--- config.mk ---
export PLATFORM = sky130hd
export DESIGN_NAME = snn_run_ctrl
export DESIGN_NICKNAME = d
export VERILOG_FILES = /design/src/rtl/snn_run_ctrl.sv
export SDC_FILE = /design/constraint.sdc
export NUM_CORES = 1
export LEC_CHECK = 0
export ABC_AREA = 1
export CORE_ASPECT_RATIO = 0.9
export CORE_MARGIN = 3
export CORE_UTILIZATION = 30
export CTS_CLUSTER_DIAMETER = 150
export DETAILED_ROUTE_END_ITERATION = 8
export PLACE_DENSITY = 0.5
export SYNTH_ARGS = -nofsm -noshare
export SYNTH_HDL_FRONTEND = slang
export SYNTH_SLANG_ARGS = --single-unit
--- constraint.sdc ---
create_clock -name S_AXI_ACLK -period 3.7 [get_ports S_AXI_ACLK]
set_input_delay 0.37 -clock S_AXI_ACLK [delete_from_list [all_inputs] [get_ports S_AXI_ACLK]]
set_output_delay 0.37 -clock S_AXI_ACLK [all_outputs]
set_load 0.05 [all_outputs]
--- src/rtl/snn_run_ctrl.sv ---
// -----------------------------------------------------------------------------
// snn_run_ctrl
//
// Timestep sequencer between the AXI config register file and the IF spiking
// network. On start it clears network state and latches a run configuration.
// It then drives rate-coded input spike trains for num_steps cycles and waits
// NET_LATENCY cycles for the network pipeline to drain. While the run is in
// progress it counts output spikes for each output neuron. It reports
// completion with done.
//
// Optional feature (macro SNN_RUN_WINNER_EN):
//   defined   - on entry to DONE, winner holds the lowest index with the
//               largest out_count
//   undefined - no comparator is built and winner is tied to 0
//
// Ports:
//   S_AXI_ACLK     clock
//   S_AXI_ARESETN  asynchronous active-low reset
//   start          single-cycle run request (ignored while busy)
//   abort          single-cycle run cancel (wins over start)
//   num_steps      RUN-phase length in cycles
//   spike_en       per-channel input enable
//   spike_period   per-channel period, channel i at [i*PERIOD_W +: PERIOD_W]
//   spike_in       spikes to the network
//   net_clr        network state clear pulse
//   spike_out      spikes from the network
//   out_count      per-output saturating spike counts
//   winner         index of the largest count
//   busy           run in progress (CLEAR, RUN, DRAIN)
//   done           run complete, results valid
// -----------------------------------------------------------------------------
module snn_run_ctrl #(
    parameter int NUM_INPUTS  = 4,
    parameter int NUM_OUTPUTS = 2,
    parameter int PERIOD_W    = 8,
    parameter int STEPS_W     = 16,
    parameter int COUNT_W     = 16,
    parameter int NET_LATENCY = 2,
    localparam int WIN_W      = (NUM_OUTPUTS > 1) ? $clog2(NUM_OUTPUTS) : 1
) (
    input  logic                            S_AXI_ACLK,
    input  logic                            S_AXI_ARESETN,
    input  logic                            start,
    input  logic                            abort,
    input  logic [STEPS_W-1:0]              num_steps,
    input  logic [NUM_INPUTS-1:0]           spike_en,
    input  logic [NUM_INPUTS*PERIOD_W-1:0]  spike_period,
    output logic [NUM_INPUTS-1:0]           spike_in,
    output logic                            net_clr,
    input  logic [NUM_OUTPUTS-1:0]          spike_out,
    output logic [NUM_OUTPUTS*COUNT_W-1:0]  out_count,
    output logic [WIN_W-1:0]                winner,
    output logic                            busy,
    output logic                            done
);

    localparam int DRAIN_W = (NET_LATENCY > 1) ? $clog2(NET_LATENCY) : 1;
    localparam logic [DRAIN_W-1:0] DRAIN_LAST =
        DRAIN_W'((NET_LATENCY > 0) ? NET_LATENCY - 1 : 0);

    typedef enum logic [2:0] {
        S_IDLE,
        S_CLEAR,
        S_RUN,
        S_DRAIN,
        S_DONE
    } state_t;

    state_t                                 r_state;
    state_t                                 w_state_next;

    logic [STEPS_W-1:0]                     r_steps_q;
    logic [NUM_INPUTS-1:0]                  r_en_q;
    logic [NUM_INPUTS-1:0][PERIOD_W-1:0]    r_period_q;
    logic [NUM_INPUTS-1:0][PERIOD_W-1:0]    r_phase;
    logic [NUM_INPUTS-1:0][PERIOD_W-1:0]    w_phase_next;
    logic [STEPS_W-1:0]                     r_step;
    logic [DRAIN_W-1:0]                     r_drain;
    logic [NUM_OUTPUTS-1:0][COUNT_W-1:0]    r_cnt;
    logic [NUM_OUTPUTS-1:0][COUNT_W-1:0]    w_cnt_next;
    logic [NUM_INPUTS-1:0]                  w_spike;
    state_t                                 w_after_run;

    // RUN with zero steps and DRAIN with zero latency are both skipped.
    assign w_after_run = (NET_LATENCY == 0) ? S_DONE : S_DRAIN;

    // -------------------------------------------------------------------------
    // Next-state logic
    // -------------------------------------------------------------------------
    always_comb begin
        w_state_next = r_state;
        case (r_state)
            S_IDLE, S_DONE: begin
                if (start) begin
                    w_state_next = S_CLEAR;
                end
            end
            S_CLEAR: begin
                // Decided on the value being latched this cycle.
                if (num_steps != '0) begin
                    w_state_next = S_RUN;
                end else begin
                    w_state_next = w_after_run;
                end
            end
            S_RUN: begin
                if (r_step == r_steps_q - STEPS_W'(1)) begin
                    w_state_next = w_after_run;
                end
            end
            S_DRAIN: begin
                if (r_drain == DRAIN_LAST) begin
                    w_state_next = S_DONE;
                end
            end
            default: begin
                w_state_next = S_IDLE;
            end
        endcase
        if (abort) begin
            w_state_next = S_IDLE;
        end
    end

    // -------------------------------------------------------------------------
    // Phase counters: wrap at period-1 so channel i fires on RUN cycles
    // 0, P, 2P, ...
    // -------------------------------------------------------------------------
    always_comb begin
        w_phase_next = r_phase;
        for (int unsigned i = 0; i < NUM_INPUTS; i++) begin
            if (r_phase[i] == r_period_q[i] - PERIOD_W'(1)) begin
                w_phase_next[i] = '0;
            end else begin
                w_phase_next[i] = r_phase[i] + PERIOD_W'(1);
            end
        end
    end

    // spike_in is decoded from registered state only.
    always_comb begin
        w_spike = '0;
        for (int unsigned i = 0; i < NUM_INPUTS; i++) begin
            w_spike[i] = (r_state == S_RUN) && r_en_q[i] &&
                         (r_period_q[i] != '0) && (r_phase[i] == '0);
        end
    end

    // -------------------------------------------------------------------------
    // Output spike counters. The next value is shared with the winner
    // comparator so the final RUN/DRAIN spike is included in the result.
    // -------------------------------------------------------------------------
    always_comb begin
        w_cnt_next = r_cnt;
        if (r_state == S_CLEAR) begin
            w_cnt_next = '0;
        end else if ((r_state == S_RUN) || (r_state == S_DRAIN)) begin
            for (int unsigned j = 0; j < NUM_OUTPUTS; j++) begin
                if (spike_out[j] && (r_cnt[j] != '1)) begin
                    w_cnt_next[j] = r_cnt[j] + COUNT_W'(1);
                end
            end
        end
    end

    // -------------------------------------------------------------------------
    // State and datapath registers
    // -------------------------------------------------------------------------
    always_ff @(posedge S_AXI_ACLK or negedge S_AXI_ARESETN) begin
        if (!S_AXI_ARESETN) begin
            r_state    <= S_IDLE;
            r_steps_q  <= '0;
            r_en_q     <= '0;
            r_period_q <= '0;
            r_phase    <= '0;
            r_step     <= '0;
            r_drain    <= '0;
            r_cnt      <= '0;
        end else begin
            r_state <= w_state_next;
            r_cnt   <= w_cnt_next;
            case (r_state)
                S_CLEAR: begin
                    r_steps_q  <= num_steps;
                    r_en_q     <= spike_en;
                    r_period_q <= spike_period;
                    r_phase    <= '0;
                    r_step     <= '0;
                    r_drain    <= '0;
                end
                S_RUN: begin
                    r_phase <= w_phase_next;
                    r_step  <= r_step + STEPS_W'(1);
                end
                S_DRAIN: begin
                    r_drain <= r_drain + DRAIN_W'(1);
                end
                default: begin
                end
            endcase
        end
    end

`ifdef SNN_RUN_WINNER_EN
    logic [WIN_W-1:0]   r_winner;
    logic [WIN_W-1:0]   w_win_idx;
    logic [COUNT_W-1:0] w_best;

    // Strict greater-than keeps the lowest index on ties.
    always_comb begin
        w_best    = w_cnt_next[0];
        w_win_idx = '0;
        for (int unsigned j = 1; j < NUM_OUTPUTS; j++) begin
            if (w_cnt_next[j] > w_best) begin
                w_best    = w_cnt_next[j];
                w_win_idx = WIN_W'(j);
            end
        end
    end

    always_ff @(posedge S_AXI_ACLK or negedge S_AXI_ARESETN) begin
        if (!S_AXI_ARESETN) begin
            r_winner <= '0;
        end else if (r_state == S_CLEAR) begin
            r_winner <= '0;
            if (w_state_next == S_DONE) begin
                r_winner <= w_win_idx;
            end
        end else if ((w_state_next == S_DONE) && (r_state != S_DONE)) begin
            r_winner <= w_win_idx;
        end
    end

    assign winner = r_winner;
`else
    assign winner = '0;
`endif

    assign spike_in  = w_spike;
    assign out_count = r_cnt;
    assign net_clr   = (r_state == S_CLEAR);
    assign busy      = (r_state == S_CLEAR) || (r_state == S_RUN) ||
                       (r_state == S_DRAIN);
    assign done      = (r_state == S_DONE);

endmodule

# == Yosys cells after proc, flatten, opt, wreduce, memory -nomap -nowiden ==
# Cells that the tools add are included.
# op_classes
n_eq_ne,14
n_addsub,13
reduce_logical,36
n_mux,17
# ops
op,count
$mux 32,2
$pmux 32 s2,1
$add 16x1->16 const B,3
$add 8x1->8 const B,4
$eq 8x8->1,4
$logic_not 8->1,4
$mux 16,2
$mux 8,4
$ne 16x16->1 const B,2
$pmux 16 s2,1
$reduce_bool 8->1,4
$sub 8x1->8 const B,4
$eq 16x16->1,1
$reduce_bool 16->1,1
$sub 16x1->16 const B,1
$logic_and 1x1->1,14
$mux 3,4
$pmux 3 s4,1
$reduce_bool 2->1,5
$ne 3x3->1 const B,3
$eq 3x2->1 const B,2
$reduce_and 2->1,2
$eq 3x1->1 const B,1
$eq 3x3->1 const B,1
other kinds (7),9
# word_totals
word_cells,95
out_inout_bits,40
register_bits,136
input_bits,58

# == Logic depth before layout (Yosys ltp) ==
# Gate-level depths: netlist of the first run.
# depth
depth_word,5
ltp_mapped,16
mapped_depth_nobuf,16

# == Worst setup path after synthesis of the first run ==
# Ideal clock, no wire load.
# synth_path
path_kind,reg-to-output
start,reg r_state[2]
end,out spike_in[1]
arrival_ps,2447
path_stages_with_launch,4
required_ps,3330
slack_ps,883
path_buffers,0
path_cell_list,dfrtp_1 -> nor3_4 -> inv_2 -> nor4_1
# synth_via
elab_chain_cells,4
# synth_rtl
item,line_no,text
start: declaration,69,state_t r_state;
start signal: assignment,180,r_state <= w_state_next;
$eq 3x2->1,144,w_spike[i] = (r_state == S_RUN) && r_en_q[i] &&
$logic_and 1x1->1 (2 in a row),144,
$logic_and 1x1->1,145,(r_period_q[i] != '0) && (r_phase[i] == '0);
end: declaration,48,"output logic [NUM_INPUTS-1:0] spike_in,"
# No other way between the ends.

# == Worst setup path in the final report of the first run ==
# layout_path
start,reg r_period_q[0] in the netlist's numbering
end,out spike_in[0]
# layout_via
elab_chain_cells,3
# layout_rtl
item,line_no,text
start: declaration,74,logic [NUM_INPUTS-1:0][PERIOD_W-1:0] r_period_q;
start signal: assignment,186,r_period_q <= spike_period;
$reduce_bool 8->1,145,
$logic_and 1x1->1,144,
$logic_and 1x1->1,145,
# No other way between the ends.

==> impl_metrics.env, run 1 <==
export IMPL_design_area_um2=10000
export IMPL_dieArea_um2=29100
export IMPL_clk_latency_ps=420
export IMPL_fin_crit_sh_pct=73.8
export IMPL_placed_area_um2=9430
export IMPL_yosysMostFrequentCell="nand2_1"
export IMPL_postCtsSetupBuffers=0
export IMPL_synth_area_leaders="dfrtp_1 (42%), nand2_1 (13%), xor2_1 (6.2%)"
export IMPL_htreeDepth=4
export IMPL_synth_mux_area_share_pct=0
export IMPL_reg2regPathDepth=10
export IMPL_rr_endpoint="out_count[21]$_DFFE_PN0P_"
export IMPL_syn_area_per_cell_um2=7.58
export IMPL_firstDrtPassIters=5
export IMPL_leakagePower_nw=4.57
export IMPL_async_reset_ff_share_pct=100
export IMPL_grt_pass1_wl_um=33700
export IMPL_n_antenna_cell=0
export IMPL_cts_sinks=136
export IMPL_remaining_drc_errors=0
export IMPL_cts_tree="yes"
export IMPL_synth_area_leader_cell="dfrtp_1"
export IMPL_antenna_found_initial=1
export IMPL_synth_seq_area_share_pct=41.9
export IMPL_worstSetupEndpointType="output pin"
export IMPL_fin_crit_ps=2730
export IMPL_path_clk_slew_ps=60
export IMPL_ys_ff_latch=136
export IMPL_outcome="finished clean"
export IMPL_drt_initial_drc_count=491
export IMPL_post_dp_hpwl_um=14600
export IMPL_synth_area_um2=8120
export IMPL_initial_core_util_pct=30.8
export IMPL_arrival_ps=2360
export IMPL_postRouteWirelength_um=20100
export IMPL_criticalPathCategory="reg2out"
export IMPL_synthCells=1071
export IMPL_hold_class="in2async"
export IMPL_die_h_um=162
export IMPL_grt_max_degree=85
export IMPL_gp_congestion=0.808
export IMPL_setup_violations=0
export IMPL_ys_flop_type="dfrtp_1"
export IMPL_reg2reg_slack_ps=1360
export IMPL_finalMaxSlewViolations=0
export IMPL_gr_total_overflow=0
export IMPL_ios=98
export IMPL_synth_top_area_share_pct=41.9
export IMPL_hold_viol_final=0
export IMPL_cts_made_buffers=17
export IMPL_wl_per_cell_um=13.2
export IMPL_synth_fp_nets=1145
export IMPL_synth_xor_area_share_pct=9.53
export IMPL_synthTopCellsByCount="nand2_1 (288), dfrtp_1 (136), inv_1 (120), nor2_1 (91), nand3_1 (71)"
export IMPL_synth_compound_gate_area_share_pct=9.34
export IMPL_cts_max_path_buffers=2
export IMPL_ys_warn_count=0
export IMPL_setup_tns_ps=0
export IMPL_synth_fa_ha_area_share_pct=2.47
export IMPL_maxCapViolations=0
export IMPL_cts_resized=0
export IMPL_synth_edf_count=0
export IMPL_num_vias=7059
export IMPL_slew_headroom_pct=47.0
export IMPL_grt_pass1_vias=6876
export IMPL_peakVddDrop_uv=463
export IMPL_rows=56
export IMPL_synth_distinct_cells=50
export IMPL_crit_fanout=5
export IMPL_max_freq_ghz=0.366
export IMPL_root_buffer="clkbuf_16"
export IMPL_ant_nets=0
export IMPL_area_delta_synth_final_pct=23.6
export IMPL_synth_top_family_by_area="simple AND/OR/NAND/NOR gates"
export IMPL_worstMarginPinSlew_ps=796
export IMPL_viasPerCell=4.64
export IMPL_die_x_um=179
export IMPL_multiInputGateArea_um2=4100
export IMPL_portBuffers=96
export IMPL_fin_skew_ps=10.5
export IMPL_start_kind="register"
export IMPL_rsz0062_at_grt="no"
export IMPL_regArea_um2=3400
export IMPL_n_fill_cell=2768
export IMPL_coreArea_um2=26300
export IMPL_crit_required_ps=3330
export IMPL_r2r_start="out_count[16]$_DFFE_PN0P_"
export IMPL_yosys_area_share_simple_pct=29.1
export IMPL_postCtsHoldBufs=0
export IMPL_p_per_area_nw_per_um2=716
export IMPL_nets=1235
export IMPL_drive_above_1_share_pct=5.45
export IMPL_grtUsageTotal_pct=14.3
-- kinds of logic (layout without fill, tap and decap cells) --
kind of cell | Yosys count | after routing
AOI/OAI and AO/OA | 134 | 134
xor gates and xnor gates | 85 | 85
adders and majority gates | 16 | 16
buffers and inverters | 157 | 260
DFF | 136 | 136
other | 1 | 1
and+or+nand+nor | 542 | 542
-- per-layer routing --
metal	global-route usage [%]	wire, um	up-vias
met5	0	13	-
met4	3.23	165	2
met3	3.25	933	15
met2	21.9	8700	132
met1	20.6	10300	3249
li1	-	-	3661
-- layout make-up --
| class | instances | share of cell area (%) |
|---|---|---|
| inverters | 125 | 4.68 |
| well taps | 348 | 4.34 |
| clock buffers | 18 | 4.38 |
| clock inverters | 14 | 1.62 |
| multi-input cells | 778 | 40.9 |
| repair buffers | 103 | 10.2 |
| flip-flops and latches | 136 | 33.9 |
-- worst max path at each step --
| stage | start | to | cells past startpoint |
|---|---|---|---|
| CTS | r_period_q[0]$_DFFE_PN0P_ | spike_in[0] | 8 |
| global placement | r_state[2]$_DFFE_PN0P_ | spike_in[0] | 4 |
| finish | r_period_q[0]$_DFFE_PN0P_ | spike_in[0] | 8 |
| global route | r_period_q[0]$_DFFE_PN0P_ | spike_in[0] | 8 |
| detailed placement | out_count[16]$_DFFE_PN0P_ | out_count[21]$_DFFE_PN0P_ | 10 |
| floorplan | r_state[2]$_DFFE_PN0P_ | spike_in[1] | 3 |
-- metrics by stage --
stage	power [mW]	worst slack, ps	hold slack, ps	std cells	util (%)
after CTS	7.29	936	53.2	1522	38.1
after global placement	5.47	1420	468	1490	35.8
final	7.18	969	17.7	1522	38.1
after detailed placement	5.51	1370	483	1490	35.8
after floorplan	4.65	883	74.4	1071	-
after global routing	7.83	817	90.7	1522	38.1
-- report_power, final --
part | switching (mW) | leakage [nW] | internal (mW)
Sequential | 0.421 | 1.79 | 1.90
Clock | 0.709 | 0.288 | 1.03
Combinational | 2.01 | 2.49 | 1.11
-- worst max-delay path, cell delays in order (launching register included) --
cell and delay (ps):
dfrtp_1 370, inv_1 130, ha_1 200, nand2_1 70, nor2_1 160, nand2_1 100
nor3_1 140, nor2_1 70, clkdlybuf4s50_1 700
-- sequential cells by signal, summed over array words and instances (netlist names) --
signal,flops
r_steps_q,16
r_period_q,32
r_state,3
r_en_q,4
r_drain,1
r_phase,32
out_count,32
r_step,16
-- placed cells by master, fill, tap and decap left out, types with 3 or more instances in the layout --
| cell | n |
|---|---|
| nand2_1 | 287 |
| dfrtp_1 | 136 |
| inv_1 | 120 |
| clkdlybuf4s50_1 | 92 |
| nor2_1 | 91 |
| nand3_1 | 71 |
| o21ai_0 | 67 |
| xor2_1 | 57 |
| nor3_1 | 29 |
| nand4_1 | 26 |
| xnor2_1 | 26 |
| a21oi_1 | 25 |
| clkbuf_16 | 17 |
| ha_1 | 16 |
| o31ai_1 | 12 |
| nor4_1 | 11 |
| buf_4 | 9 |
| nand3b_1 | 8 |
| o22ai_1 | 8 |
| o21ai_1 | 8 |
| inv_2 | 5 |
| clkinv_4 | 5 |
| inv_6 | 5 |
| or2_2 | 4 |
| nor3b_1 | 3 |
| a31oi_1 | 3 |
Power figures use the tool's default switching activity.
==> inputs of run 2 (changes only) <==
--- a/config.mk
+++ b/config.mk
@@ -11,7 +11,7 @@
 export CORE_UTILIZATION = 30
 export CTS_CLUSTER_DIAMETER = 150
 export DETAILED_ROUTE_END_ITERATION = 8
-export PLACE_DENSITY = 0.5
+export PLACE_DENSITY = 0.52
 export SYNTH_ARGS = -nofsm -noshare
 export SYNTH_HDL_FRONTEND = slang
 export SYNTH_SLANG_ARGS = --single-unit
==> constraint.sdc (replaced) <==
create_clock -name S_AXI_ACLK -period 2.4 [get_ports S_AXI_ACLK]
set_input_delay 0.24 -clock S_AXI_ACLK [delete_from_list [all_inputs] [get_ports S_AXI_ACLK]]
set_output_delay 0.24 -clock S_AXI_ACLK [all_outputs]
set_load 0.05 [all_outputs]
==> impl_metrics.env, run 2 (synthesis results as in run 1) <==
export IMPL_placed_cells=1501
export IMPL_grt_pass1_wl_um=34800
export IMPL_p_per_area_nw_per_um2=1110
export IMPL_die_h_um=162
export IMPL_die_x_um=179
export IMPL_combPwrFrac_pct=43.8
export IMPL_leakagePower_nw=4.66
export IMPL_initial_core_util_pct=30.8
export IMPL_nets=1247
export IMPL_n_antenna_cell=0
export IMPL_final_common_cell="nand2_1"
export IMPL_n_fill_cell=2751
export IMPL_max_freq_ghz=0.425
export IMPL_crit_required_ps=2160
export IMPL_finalMaxSlewViolations=0
export IMPL_start_kind="register"
export IMPL_grt_pass1_vias=6923
export IMPL_clkPwrFrac_pct=24.4
export IMPL_cts_tree="yes"
export IMPL_grtUsageTotal_pct=14.7
export IMPL_ios=98
export IMPL_outcome="finished clean"
export IMPL_hp_start="spike_period[12]"
export IMPL_dieArea_um2=29100
export IMPL_reg2reg_slack_ps=270
export IMPL_r2r_start="r_steps_q[0]$_DFFE_PN0P_"
export IMPL_maxCapViolations=0
export IMPL_grt_max_degree=78
export IMPL_criticalPathCategory="reg2out"
export IMPL_arrival_ps=2110
export IMPL_worstSetupEndpointType="output pin"
export IMPL_grt_busiest_layer="met1"
export IMPL_viasPerCell=4.69
export IMPL_clk_latency_ps=430
export IMPL_post_dp_hpwl_um=14900
export IMPL_crit_fanout=10
export IMPL_rows=56
export IMPL_path_clk_slew_ps=60
export IMPL_reg2regPathDepth=15
export IMPL_coreArea_um2=26300
export IMPL_drt_initial_drc_count=472
export IMPL_cts_sinks=136
export IMPL_remaining_drc_errors=0
export IMPL_worstMarginPinSlew_ps=554
export IMPL_hold_class="in2reg"
export IMPL_wl_per_cell_um=13.4
export IMPL_final_cell_count_no_fill=1534
export IMPL_root_buffer="clkbuf_16"
export IMPL_grt_use_met1_pct=21.9
export IMPL_drive_above_1_share_pct=7.42
export IMPL_num_vias=7198
export IMPL_fin_skew_ps=8.06
export IMPL_fin_crit_ps=2350
export IMPL_p_total_mw=11.4
export IMPL_setup_violations=0
export IMPL_setup_tns_ps=0
export IMPL_setup_ws_ps=47.8
export IMPL_place_ws_ps=287
export IMPL_rsz0062_at_grt="yes"
export IMPL_rr_endpoint="r_state[2]$_DFFE_PN0P_"
export IMPL_peakVddDrop_uv=595
export IMPL_hold_viol_final=0
export IMPL_grtUsageMet3_pct=2.85
export IMPL_p_seq_share_pct=31.8
export IMPL_slew_headroom_pct=62.9
export IMPL_p_sw_share_pct=43.6
export IMPL_netSwitchingPower_mw=4.98
export IMPL_area_delta_synth_final_pct=26.4
export IMPL_whs_endpoint="r_period_q[12]$_DFFE_PN0P_"
export IMPL_gr_total_overflow=0
export IMPL_postRouteWirelength_um=20600
export IMPL_p_int_mw=6.44
export IMPL_portBuffers=96
export IMPL_gp_congestion=0.816
export IMPL_ant_nets=0
export IMPL_firstDrtPassIters=5
export IMPL_htreeDepth=4
export IMPL_fin_crit_sh_pct=98.0
export IMPL_cts_made_buffers=17
export IMPL_cts_max_path_buffers=2
export IMPL_final_cell_mix="nand2_1 (287), dfrtp_1 (136), inv_1 (120)"
export IMPL_hold_depth=3
export IMPL_antenna_found_initial=0
export IMPL_use_met2_pct=21.8
==> run 2: cell types whose count changed in the layout (fill, tap and decap cells not counted), moves of 2 or more <==
cell,delta
buf_4,+7
buf_12,+6
nor2_1,-3
nor2_2,+3
nor4_1,-3
nor4_2,+3
clkdlybuf4s50_1,-2
inv_6,-2
nor3_1,-2
nor3_2,+2
==> run 2: cell type report <==
cell class	instances	area (um^2)	area share [%]
flip-flops and latches	136	3400	33.2
well taps	348	435	4.24
inverters	125	469	4.57
clock buffers	17	425	4.15
repair buffers	115	1180	11.5
multi-input cells	778	4150	40.5
clock inverters	15	194	1.89
==> run 2: critical path, stage by stage (launching register included) <==
cell and delay [ps]:
dfrtp_1 450, nor3_4 310, inv_2 200, nor4_2 400, buf_4 190, buf_12 130
==> run 2: metal layers <==
metal / routed length (um) / vias up
li1: - / 3685
met3: 911 / 18
met1: 10700 / 3345
met2: 8660 / 150
met5: 0 / -
met4: 241 / 0
==> run 2: stage by stage <==
stage	util [%]	cell area [um^2]	hold WS (ps)
3_5_place_dp	36.4	9580	245
6_report	38.9	10300	345
4_1_cts	38.8	10200	327
2_1_floorplan	-	8120	-55.6
5_1_grt	38.9	10300	345
3_3_place_gp	36.4	9580	242
==> run 2: what timing repair did <==
item | in CTS | in global routing
buffers inserted | 0 | 0
gates resized for setup | 0 | 11
setup endpoints to repair | 3 | 5
hold buffers | 1 | 0
hold endpoints to repair | 50 | 0
cloned | 0 | 0
==> run 2: how the worst max path moves through the flow <==
stage          slack (ps)  cells after the start                        from                   endpoint
6_report               50                      5      r_state[2]$_DFFE_PN0P_                spike_in[2]
5_1_grt               -20                      5      r_state[2]$_DFFE_PN0P_                spike_in[3]
3_3_place_gp          300                     11    out_count[0]$_DFFE_PN0P_  out_count[12]$_DFFE_PN0P_
3_5_place_dp          290                     11  r_period_q[24]$_DFFE_PN0P_    r_phase[27]$_DFFE_PN0P_
4_1_cts               -20                      5      r_state[2]$_DFFE_PN0P_                spike_in[3]
2_1_floorplan        -290                      3      r_state[2]$_DFFE_PN0P_                spike_in[1]
==> run 2: power groups by stage <==
stage          sequential, mW  combinational (mW)  clock (mW)
2_1_floorplan            3.69                3.48           0
3_3_place_gp             3.64                4.96           0
3_5_place_dp             3.65                4.99           0
4_1_cts                  3.62                5.03        2.86
5_1_grt                  3.73                5.72        2.96
6_report                 3.63                5.00        2.78
